==> src/rtl/bitout_seq.sv <==
// Avalon-MM slave that shifts a programmed bit pattern out of one pin, LSB-first,
// then parks the pin at a programmable idle level and raises a sticky done flag.
// state | meaning
// IDLE  | pin = IDLE_LVL, waiting for START
// RUN   | pin = shadow pattern bit at idx, dwell counter running
module bitout_seq #(
  parameter int          PRESCALE_W     = 24,
  parameter int unsigned RESET_PRESCALE = 0
) (
  input  logic        csi_clk,
  input  logic        csi_reset_n,
  input  logic [1:0]  avs_s1_address,
  input  logic        avs_s1_read,
  output logic [31:0] avs_s1_readdata,
  input  logic        avs_s1_write,
  input  logic [31:0] avs_s1_writedata,
  output logic        ins_irq,
  output logic        coe_bit
);

  typedef enum logic {ST_IDLE, ST_RUN} state_t;

  state_t                state_q, state_d;
  logic                  idle_lvl_q, idle_lvl_d;
  logic                  irq_en_q, irq_en_d;
  logic                  done_q, done_d;
  logic [31:0]           pattern_q, pattern_d;
  logic [4:0]            len_m1_q, len_m1_d;
  logic [7:0]            repeat_q, repeat_d;
  logic [PRESCALE_W-1:0] prescale_q, prescale_d;
  logic [31:0]           sh_pattern_q, sh_pattern_d;
  logic [4:0]            sh_len_m1_q, sh_len_m1_d;
  logic [PRESCALE_W-1:0] sh_prescale_q, sh_prescale_d;
  logic [PRESCALE_W-1:0] pre_cnt_q, pre_cnt_d;
  logic [7:0]            pass_cnt_q, pass_cnt_d;
  logic [4:0]            idx_q, idx_d;
  logic                  bit_q, bit_d;

  logic wr_ctrl, start_req, stop_req;

  assign wr_ctrl   = avs_s1_write && (avs_s1_address == 2'd0);
  assign stop_req  = wr_ctrl && avs_s1_writedata[1];
  assign start_req = wr_ctrl && avs_s1_writedata[0] && !avs_s1_writedata[1];

  always_comb begin
    state_d       = state_q;
    idle_lvl_d    = idle_lvl_q;
    irq_en_d      = irq_en_q;
    done_d        = done_q;
    pattern_d     = pattern_q;
    len_m1_d      = len_m1_q;
    repeat_d      = repeat_q;
    prescale_d    = prescale_q;
    sh_pattern_d  = sh_pattern_q;
    sh_len_m1_d   = sh_len_m1_q;
    sh_prescale_d = sh_prescale_q;
    pre_cnt_d     = pre_cnt_q;
    pass_cnt_d    = pass_cnt_q;
    idx_d         = idx_q;

    if (wr_ctrl) begin
      idle_lvl_d = avs_s1_writedata[2];
      irq_en_d   = avs_s1_writedata[4];
      if (avs_s1_writedata[3]) done_d = 1'b0;
    end
    if (avs_s1_write && avs_s1_address == 2'd1) pattern_d = avs_s1_writedata;
    if (avs_s1_write && avs_s1_address == 2'd2) begin
      len_m1_d = avs_s1_writedata[4:0];
      repeat_d = avs_s1_writedata[15:8];
    end
    if (avs_s1_write && avs_s1_address == 2'd3) prescale_d = avs_s1_writedata[PRESCALE_W-1:0];

    if (stop_req) begin
      if (state_q == ST_RUN) begin
        state_d   = ST_IDLE;
        idx_d     = '0;
        pre_cnt_d = '0;
      end
    end else if (start_req) begin
      state_d       = ST_RUN;
      sh_pattern_d  = pattern_q;
      sh_len_m1_d   = len_m1_q;
      sh_prescale_d = prescale_q;
      pass_cnt_d    = repeat_q;
      pre_cnt_d     = '0;
      idx_d         = '0;
      done_d        = 1'b0;
    end else if (state_q == ST_RUN) begin
      if (pre_cnt_q == sh_prescale_q) begin
        pre_cnt_d = '0;
        if (idx_q < sh_len_m1_q) begin
          idx_d = idx_q + 5'd1;
        end else begin
          idx_d = '0;
          // A zero pass count only ever occurs for an infinite sequence.
          if (pass_cnt_q != 8'd0) begin
            pass_cnt_d = pass_cnt_q - 8'd1;
            if (pass_cnt_q == 8'd1) begin
              state_d = ST_IDLE;
              done_d  = 1'b1;
            end
          end
        end
      end else begin
        pre_cnt_d = pre_cnt_q + 1'b1;
      end
    end

    bit_d = (state_d == ST_RUN) ? sh_pattern_d[idx_d] : idle_lvl_d;
  end

  always_ff @(posedge csi_clk or negedge csi_reset_n) begin
    if (!csi_reset_n) begin
      state_q       <= ST_IDLE;
      idle_lvl_q    <= 1'b0;
      irq_en_q      <= 1'b0;
      done_q        <= 1'b0;
      pattern_q     <= '0;
      len_m1_q      <= '0;
      repeat_q      <= '0;
      prescale_q    <= PRESCALE_W'(RESET_PRESCALE);
      sh_pattern_q  <= '0;
      sh_len_m1_q   <= '0;
      sh_prescale_q <= '0;
      pre_cnt_q     <= '0;
      pass_cnt_q    <= '0;
      idx_q         <= '0;
      bit_q         <= 1'b0;
    end else begin
      state_q       <= state_d;
      idle_lvl_q    <= idle_lvl_d;
      irq_en_q      <= irq_en_d;
      done_q        <= done_d;
      pattern_q     <= pattern_d;
      len_m1_q      <= len_m1_d;
      repeat_q      <= repeat_d;
      prescale_q    <= prescale_d;
      sh_pattern_q  <= sh_pattern_d;
      sh_len_m1_q   <= sh_len_m1_d;
      sh_prescale_q <= sh_prescale_d;
      pre_cnt_q     <= pre_cnt_d;
      pass_cnt_q    <= pass_cnt_d;
      idx_q         <= idx_d;
      bit_q         <= bit_d;
    end
  end

  always_comb begin
    avs_s1_readdata = '0;
    if (avs_s1_read) begin
      case (avs_s1_address)
        2'd0: begin
          avs_s1_readdata[0]    = (state_q == ST_RUN);
          avs_s1_readdata[1]    = done_q;
          avs_s1_readdata[2]    = idle_lvl_q;
          avs_s1_readdata[4]    = irq_en_q;
          avs_s1_readdata[12:8] = idx_q;
        end
        2'd1: avs_s1_readdata = pattern_q;
        2'd2: begin
          avs_s1_readdata[4:0]  = len_m1_q;
          avs_s1_readdata[15:8] = repeat_q;
        end
        default: avs_s1_readdata[PRESCALE_W-1:0] = prescale_q;
      endcase
    end
  end

  assign ins_irq = done_q & irq_en_q;
  assign coe_bit = bit_q;

endmodule

==> config.mk <==
export PLATFORM = sky130hd
export DESIGN_NAME = bitout_seq
export DESIGN_NICKNAME = d
export VERILOG_FILES = /design/src/rtl/bitout_seq.sv
export SDC_FILE = /design/constraint.sdc
export NUM_CORES = 1
export LEC_CHECK = 0
export CAP_MARGIN = 20
export CORE_ASPECT_RATIO = 1.4
export CORE_UTILIZATION = 35
export DETAILED_ROUTE_END_ITERATION = 10
export SLEW_MARGIN = 20
export SYNTH_ARGS = -nofsm -noshare
export SYNTH_HDL_FRONTEND = slang
export SYNTH_SLANG_ARGS = --single-unit
export TNS_END_PERCENT = 100
==> constraint.sdc <==
create_clock -name csi_clk -period 3.15 [get_ports csi_clk]
set_input_delay 0.63 -clock csi_clk [delete_from_list [all_inputs] [get_ports csi_clk]]
set_output_delay 0.63 -clock csi_clk [all_outputs]
set_load 0.03 [all_outputs]
==> results.json, run 1 <==
{
  "holdBufCountCts": 0,
  "critical-path-max-stage-delay_ps": 510,
  "path_clk_slew_ps": 60,
  "cts_buffer_depth": 2,
  "die_w_um": 133,
  "synth_top_family_by_area": "multiplexers",
  "synth_nets": 762,
  "end_kind": "flip-flop",
  "min_path_type": "in -> async",
  "relSlewSlack": 0.377,
  "ir_drop_v": 0.000447,
  "ys.flop_type": "dfrtp_1",
  "drtIter0Drc": 377,
  "design.die.area_um2": 24700,
  "numCtsBuffers": 17,
  "status": "completed",
  "synthArstFlopShare": 1.00,
  "r2r_cells": 12,
  "grt_first_pass_wirelength_um": 35200,
  "synth-simple-area-share": 0.108,
  "htree_num_levels": 4,
  "syn_area_um2": 8410,
  "rsz0062_at_grt": "true",
  "worstPathCellList": "xor2_1, nor4_1, buf_4, nand4_1, or4_1, mux2_4, buf_12, mux2i_1, mux2i_1, mux2i_1, o211a_1, o41ai_2",
  "synth-edff-count": 0,
  "synth_adder_area_share": 0.0119,
  "fmax_ghz": 0.320,
  "p_leak_nw": 4.77,
  "synth_compound_area_frac": 0.0805,
  "crit_type": "reg -> reg",
  "grtUsageTotal": 0.191,
  "fill_cells": 2211,
  "grt_max_degree": 70,
  "cts_tree": "done",
  "antennaDiodeCount": 0,
  "gp_congestion": 0.910,
  "wl_per_cell_um": 19.1,
  "cts.sinks": 172,
  "timing.rr.start": "sh_prescale_q[4]$_DFFE_PN0P_",
  "muxShareOfSynthArea": 0.235,
  "fin_area_um2": 10500,
  "crit_top_cell": "mux2i_1",
  "synthToLayoutAreaGrowth_pct": 25.1,
  "seq_area_frac_synth": 0.512,
  "finClkSkew_ps": 11.4,
  "worstSkewPairLatency_ps": 430,
  "start_util": 0.359,
  "vias": 5990,
  "critPathSlowestCell": "or4_1",
  "first_global_vias": 6168,
  "power_density_nw_per_um2": 687,
  "syn-instance-count": 716,
  "synth.distinct_cells": 53,
  "synth_xor_area_frac": 0.0281,
  "stdcell_count": 1156,
  "vias_per_cell": 5.18,
  "ant_nets": 0,
  "whs_ps": 161,
  "place_hpwl_um": 16600,
  "cts_root_buffer": "clkbuf_16",
  "critPathTopFamily": "simple AND/OR/NAND/NOR gates",
  "placedCellCount": 1126,
  "antenna_found_initial": 0,
  "io_buffer_count": 71,
  "worst_slew_pin_slew_ps": 933,
  "finalSetupViolCount": 0,
  "crit_path_start_kind": "flip-flop",
  "drv_slew": 0,
  "crit_cells": 12,
  "cp_data_arrival_time_ps": 3460,
  "ys_ff_latch": 172,
  "hold_viol_final": 0,
  "drc": 0,
  "post-route-period-util": 0.993,
  "ioPinCount": 72,
  "fin_crit_ps": 3130,
  "p_total_w": 0.00723,
  "syn_area_per_cell_um2": 11.7,
  "worst-path-buf-inv": 2,
  "cp-startpoint": "sh_prescale_q[4]$_DFFE_PN0P_",
  "die_height_um": 185,
  "fin_util": 0.449,
  "drt_first_pass_iters": 4,
  "cp.required_ps": 3480,
  "nets": 886,
  "placed_area_um2": 9900,
  "crit_fanout": 17,
  "drv_cap": 0,
  "fp-row-count": 66,
  "finalWirelength_um": 22000,
  "overflow": 0,
  "drive_gt1_frac": 0.326,
  "ys_warn_count": 0,
  "core_area_um2": 23500
}
flip-flops by register name, summed over array words and instances, names as in the netlist:
| register | flops |
|---|---|
| pattern_q | 32 |
| sh_pattern_q | 32 |
| pre_cnt_q | 24 |
| prescale_q | 24 |
| sh_prescale_q | 24 |
| pass_cnt_q | 8 |
| repeat_q | 8 |
| idx_q | 5 |
| len_m1_q | 5 |
| sh_len_m1_q | 5 |
| coe_bit | 1 |
| done_q | 1 |
| idle_lvl_q | 1 |
| irq_en_q | 1 |
| state_q | 1 |
cell families after synthesis:
kind of cell	after synthesis
AOI/OAI and AO/OA	113
DFF	172
muxes	170
xor gates and xnor gates	27
buffers and inverters	49
adders and majority gates	8
and+or+nand+nor	177
cells in the final DEF (no fill, tap or decap), types with 4 or more instances in the layout:
cell and count:
a21oi_1 23, a22oi_1 5, and2_1 12, and3_1 17
buf_12 8, buf_4 88, bufinv_16 4, clkbuf_16 17
clkdlybuf4s50_1 37, dfrtp_1 170, dlygate4sd2_1 6, ha_1 8
inv_1 11, mux2_2 129, mux2i_1 31, mux4_2 9
nand2_1 34, nand2b_1 6, nand3_1 13, nand4_1 7
nor2_1 47, nor2b_1 7, nor3_1 8, nor4_1 8
o21ai_0 52, o21ai_1 4, o22ai_1 4, o31ai_1 5
or3_1 4, xnor2_1 8, xor2_1 18
final timing paths:
path	endpoint	slack (ps)
max	coe_bit$_DFF_PN0_	20
min	repeat_q[0]$_DFFE_PN0P_	160
max reg2reg	coe_bit$_DFF_PN0_	20
min reg2reg	sh_pattern_q[4]$_DFF_PN0_	500
max in group asynchronous	prescale_q[22]$_DFFE_PN0P_	2210
min in group csi_clk	sh_pattern_q[4]$_DFF_PN0_	500
area by class of cell:
class | count | area (um^2) | share of cell area
clock inverter | 8 | 143 | 0.0136
tap | 306 | 383 | 0.0364
inverter | 12 | 45.0 | 0.00428
clock buffer | 21 | 460 | 0.0438
sequential | 172 | 4310 | 0.409
multi-input combinational | 495 | 3920 | 0.372
timing repair buffer | 142 | 1270 | 0.121
routing by layer:
layer | global-route usage | share of wire
met1 | 0.231 | 0.43
met2 | 0.330 | 0.51
met3 | 0.0326 | 0.023
met4 | 0.0892 | 0.034
met5 | 0 | 0
synthesized netlist by cell type (2+ instances only):
library cell | count | area (um^2)
nor2b_1 | 7 | 43.8
o31ai_1 | 5 | 37.5
buf_2 | 5 | 25.0
nand2b_1 | 6 | 37.5
mux2i_1 | 31 | 310
xnor2_1 | 9 | 78.8
nor2_1 | 47 | 176
a21oi_1 | 23 | 115
buf_1 | 7 | 26.3
mux2_2 | 130 | 1460
o21ai_0 | 52 | 260
nand4_1 | 7 | 43.8
nor4_1 | 9 | 56.3
nor3_1 | 8 | 40.0
nand3b_1 | 3 | 22.5
xor2_1 | 18 | 158
dfrtp_1 | 172 | 4300
and2_1 | 13 | 81.3
ha_1 | 8 | 100
mux4_2 | 9 | 203
a22oi_1 | 5 | 37.5
or3_1 | 4 | 25.0
a211oi_1 | 2 | 15.0
or4_1 | 3 | 22.5
nand2_1 | 34 | 128
and3_1 | 17 | 106
o22ai_1 | 4 | 25.0
clkbuf_1 | 22 | 82.6
a22o_1 | 3 | 26.3
inv_1 | 11 | 41.3
a31oi_1 | 3 | 18.8
o21ai_1 | 4 | 20.0
buf_6 | 3 | 33.8
nand3_1 | 13 | 65.1
where the power goes:
| part | switching [W] | internal (W) |
|---|---|---|
| clock | 0.000827 | 0.00135 |
| combinational | 0.000954 | 0.000976 |
| sequential | 0.000390 | 0.00273 |
metrics by stage:
stage          setup slack (ps)  setup TNS (ps)
3_5_place_dp               -346            -844
2_1_floorplan              50.8               0
6_report                   21.9               0
3_3_place_gp               -287            -674
4_1_cts                    6.07               0
5_1_grt                    -179            -179
repair_timing:
| action | 4_1_cts | 5_1_grt |
|---|---|---|
| setup endpoints to repair | 7 | 1 |
| gates cloned | 0 | 0 |
| setup buffers | 0 | 1 |
| pin swaps | 1 | 2 |
| resized for setup | 9 | 3 |
Note: power is estimated with default switching activity, not from simulation.
==> inputs of run 2 (changes only) <==
- CORE_MARGIN: unset -> 3
==> run 2 against run 1 <==
Combinational power is essentially flat. Via count grew 0.60%. Final cell count grew 0.61%. Flip-flop and latch count is the same. Wire length shrank 0.51%. Sequential power is essentially flat. Fmax grew 1.2%. Utilization shrank 0.075 points. Clock skew shrank 3.9 ps. Worst hold slack gained 21 ps. Largest cell class unchanged.
==> results.json, run 2 (synthesis gave the netlist of run 1 again) <==
{
  "status": "completed",
  "dp_slack_ps": -310,
  "drc": 0,
  "vias_per_cell": 5.18,
  "cp_data_arrival_time_ps": 3430,
  "vias": 6026,
  "numCtsBuffers": 17,
  "reg2reg_to": "coe_bit$_DFF_PN0_",
  "drive_gt1_frac": 0.331,
  "p_leak_nw": 4.77,
  "overflow": 0,
  "rrSetupSlack_ps": 60,
  "grt_first_pass_wirelength_um": 34900,
  "finalSetupViolCount": 0,
  "io_buffer_count": 71,
  "biggestRegsByFlops": "pattern_q: 32 flops, sh_pattern_q: 32 flops",
  "cp.required_ps": 3490,
  "relSlewSlack": 0.365,
  "drv_slew": 0,
  "fp-row-count": 66,
  "htree_num_levels": 4,
  "place_hpwl_um": 16600,
  "first_global_vias": 6227,
  "timing.rr.start": "pre_cnt_q[6]$_DFFE_PN0P_",
  "rsz0062_at_grt": "true",
  "wl_per_cell_um": 18.9,
  "fin_crit_ps": 3090,
  "finClkSkew_ps": 7.55,
  "r2r_cells": 11,
  "cts_buffer_depth": 2,
  "gp_congestion": 0.865,
  "core_area_um2": 23500,
  "drtIter0Drc": 317,
  "worstSkewPairLatency_ps": 430,
  "worst_slew_pin_slew_ps": 950,
  "end_kind": "flip-flop",
  "path_clk_slew_ps": 70,
  "holdBufCountCts": 0,
  "cp-startpoint": "pre_cnt_q[6]$_DFFE_PN0P_",
  "nets": 890,
  "fmax_ghz": 0.323,
  "min_path_type": "in -> async",
  "busiest_layer": "met2",
  "crit_fanout": 17,
  "die_height_um": 189,
  "post-route-period-util": 0.981,
  "design.die.area_um2": 26000,
  "final_common_cell": "dfrtp_1",
  "ant_nets": 0,
  "ioPinCount": 72,
  "antenna_found_initial": 0,
  "layout_common_cells": "171 x dfrtp_1, 129 x mux2_2, 96 x buf_4",
  "power_density_nw_per_um2": 675,
  "grt_max_degree": 65,
  "cts_root_buffer": "clkbuf_16",
  "met2_usage": 0.305,
  "use_met1": 0.220,
  "cts.sinks": 172,
  "crit_path_start_kind": "flip-flop",
  "use_met3": 0.0316,
  "antennaDiodeCount": 0,
  "cts_tree": "done",
  "finalWirelength_um": 21900,
  "crit_end": "coe_bit$_DFF_PN0_",
  "crit_type": "reg -> reg",
  "fin_ws_ps": 58.7,
  "ir_drop_v": 0.000415,
  "grtUsageTotal": 0.178,
  "drt_first_pass_iters": 4,
  "p_total_w": 0.00710,
  "die_w_um": 137,
  "start_util": 0.359,
  "drv_cap": 0,
  "synthToLayoutAreaGrowth_pct": 24.9,
  "hold_viol_final": 0
}
[run 2: cell count changes in the layout (fill, tap and decap cells not counted), moves of 2 or more]
| cell | previous run | this run |
|---|---|---|
| dlygate4sd2_1 | 6 | 3 |
| bufinv_16 | 4 | 2 |
| buf_4 | 88 | 96 |
| clkinvlp_4 | 1 | 4 |
[run 2: worst min path at each step]
| stage | cells past startpoint | startpoint | slack (ps) | to |
|---|---|---|---|---|
| after CTS | 1 | csi_reset_n | 210 | sh_prescale_q[17]$_DFFE_PN0P_ |
| after global placement | 2 | pass_cnt_q[7]$_DFFE_PN0P_ | 480 | pass_cnt_q[7]$_DFFE_PN0P_ |
| after detailed placement | 1 | sh_pattern_q[0]$_DFF_PN0_ | 490 | sh_pattern_q[0]$_DFF_PN0_ |
| final | 1 | csi_reset_n | 180 | sh_prescale_q[17]$_DFFE_PN0P_ |
| after floorplan | 0 | csi_reset_n | 330 | coe_bit$_DFF_PN0_ |
| after global routing | 1 | csi_reset_n | 230 | prescale_q[6]$_DFFE_PN0P_ |
[run 2: stage by stage]
stage	std cells	hold slack (ps)	utilization	instance area, um^2	TNS (ps)
2_1_floorplan	716	334	-	8410	0
3_3_place_gp	1131	484	0.423	9920	-290
3_5_place_dp	1131	486	0.423	9920	-383
4_1_cts	1163	206	0.447	10500	0
5_1_grt	1163	227	0.448	10500	-122
6_report	1163	183	0.448	10500	0
[run 2: layer usage]
layer	share of wire	up-vias
li1	-	2855
met1	0.42	3030
met2	0.52	105
met3	0.031	36
met4	0.029	0
met5	0	-
[run 2: cell type report]
cell class	instances	area (um^2)
Clock buffer	21	460
Sequential cell	172	4310
Multi-Input combinational cell	495	3910
Clock inverter	11	119
Inverter	12	45.0
Tap cell	306	383
Timing Repair Buffer	146	1290
Fill cell	2220	12900
[run 2: worst max-delay path: stages, from the launching register on]
cell	delay, ps
dfrtp_1	390
xnor2_1	170
nand2_1	180
or3_1	430
or4_1	520
mux2_4	300
buf_12	160
mux2i_1	120
mux2i_1	130
mux2i_1	100
o211a_1	220
o41ai_2	270
[run 2: timing repair]
action,4_1_cts,5_1_grt
pin swaps,1,2
endpoints found under the setup margin,4,2
resized for setup,3,4
buffers inserted,0,0
[run 2: where the power goes]
part / internal [W] / switching, W
Sequential: 0.00273 / 0.000394
Combinational: 0.000967 / 0.000934
Clock: 0.00120 / 0.000868
==> inputs of run 3 (changes only) <==
- CAP_MARGIN: 20 -> 25
==> results of run 3 <==
The final DEF is identical to that of run 2; final timing and power are the same.
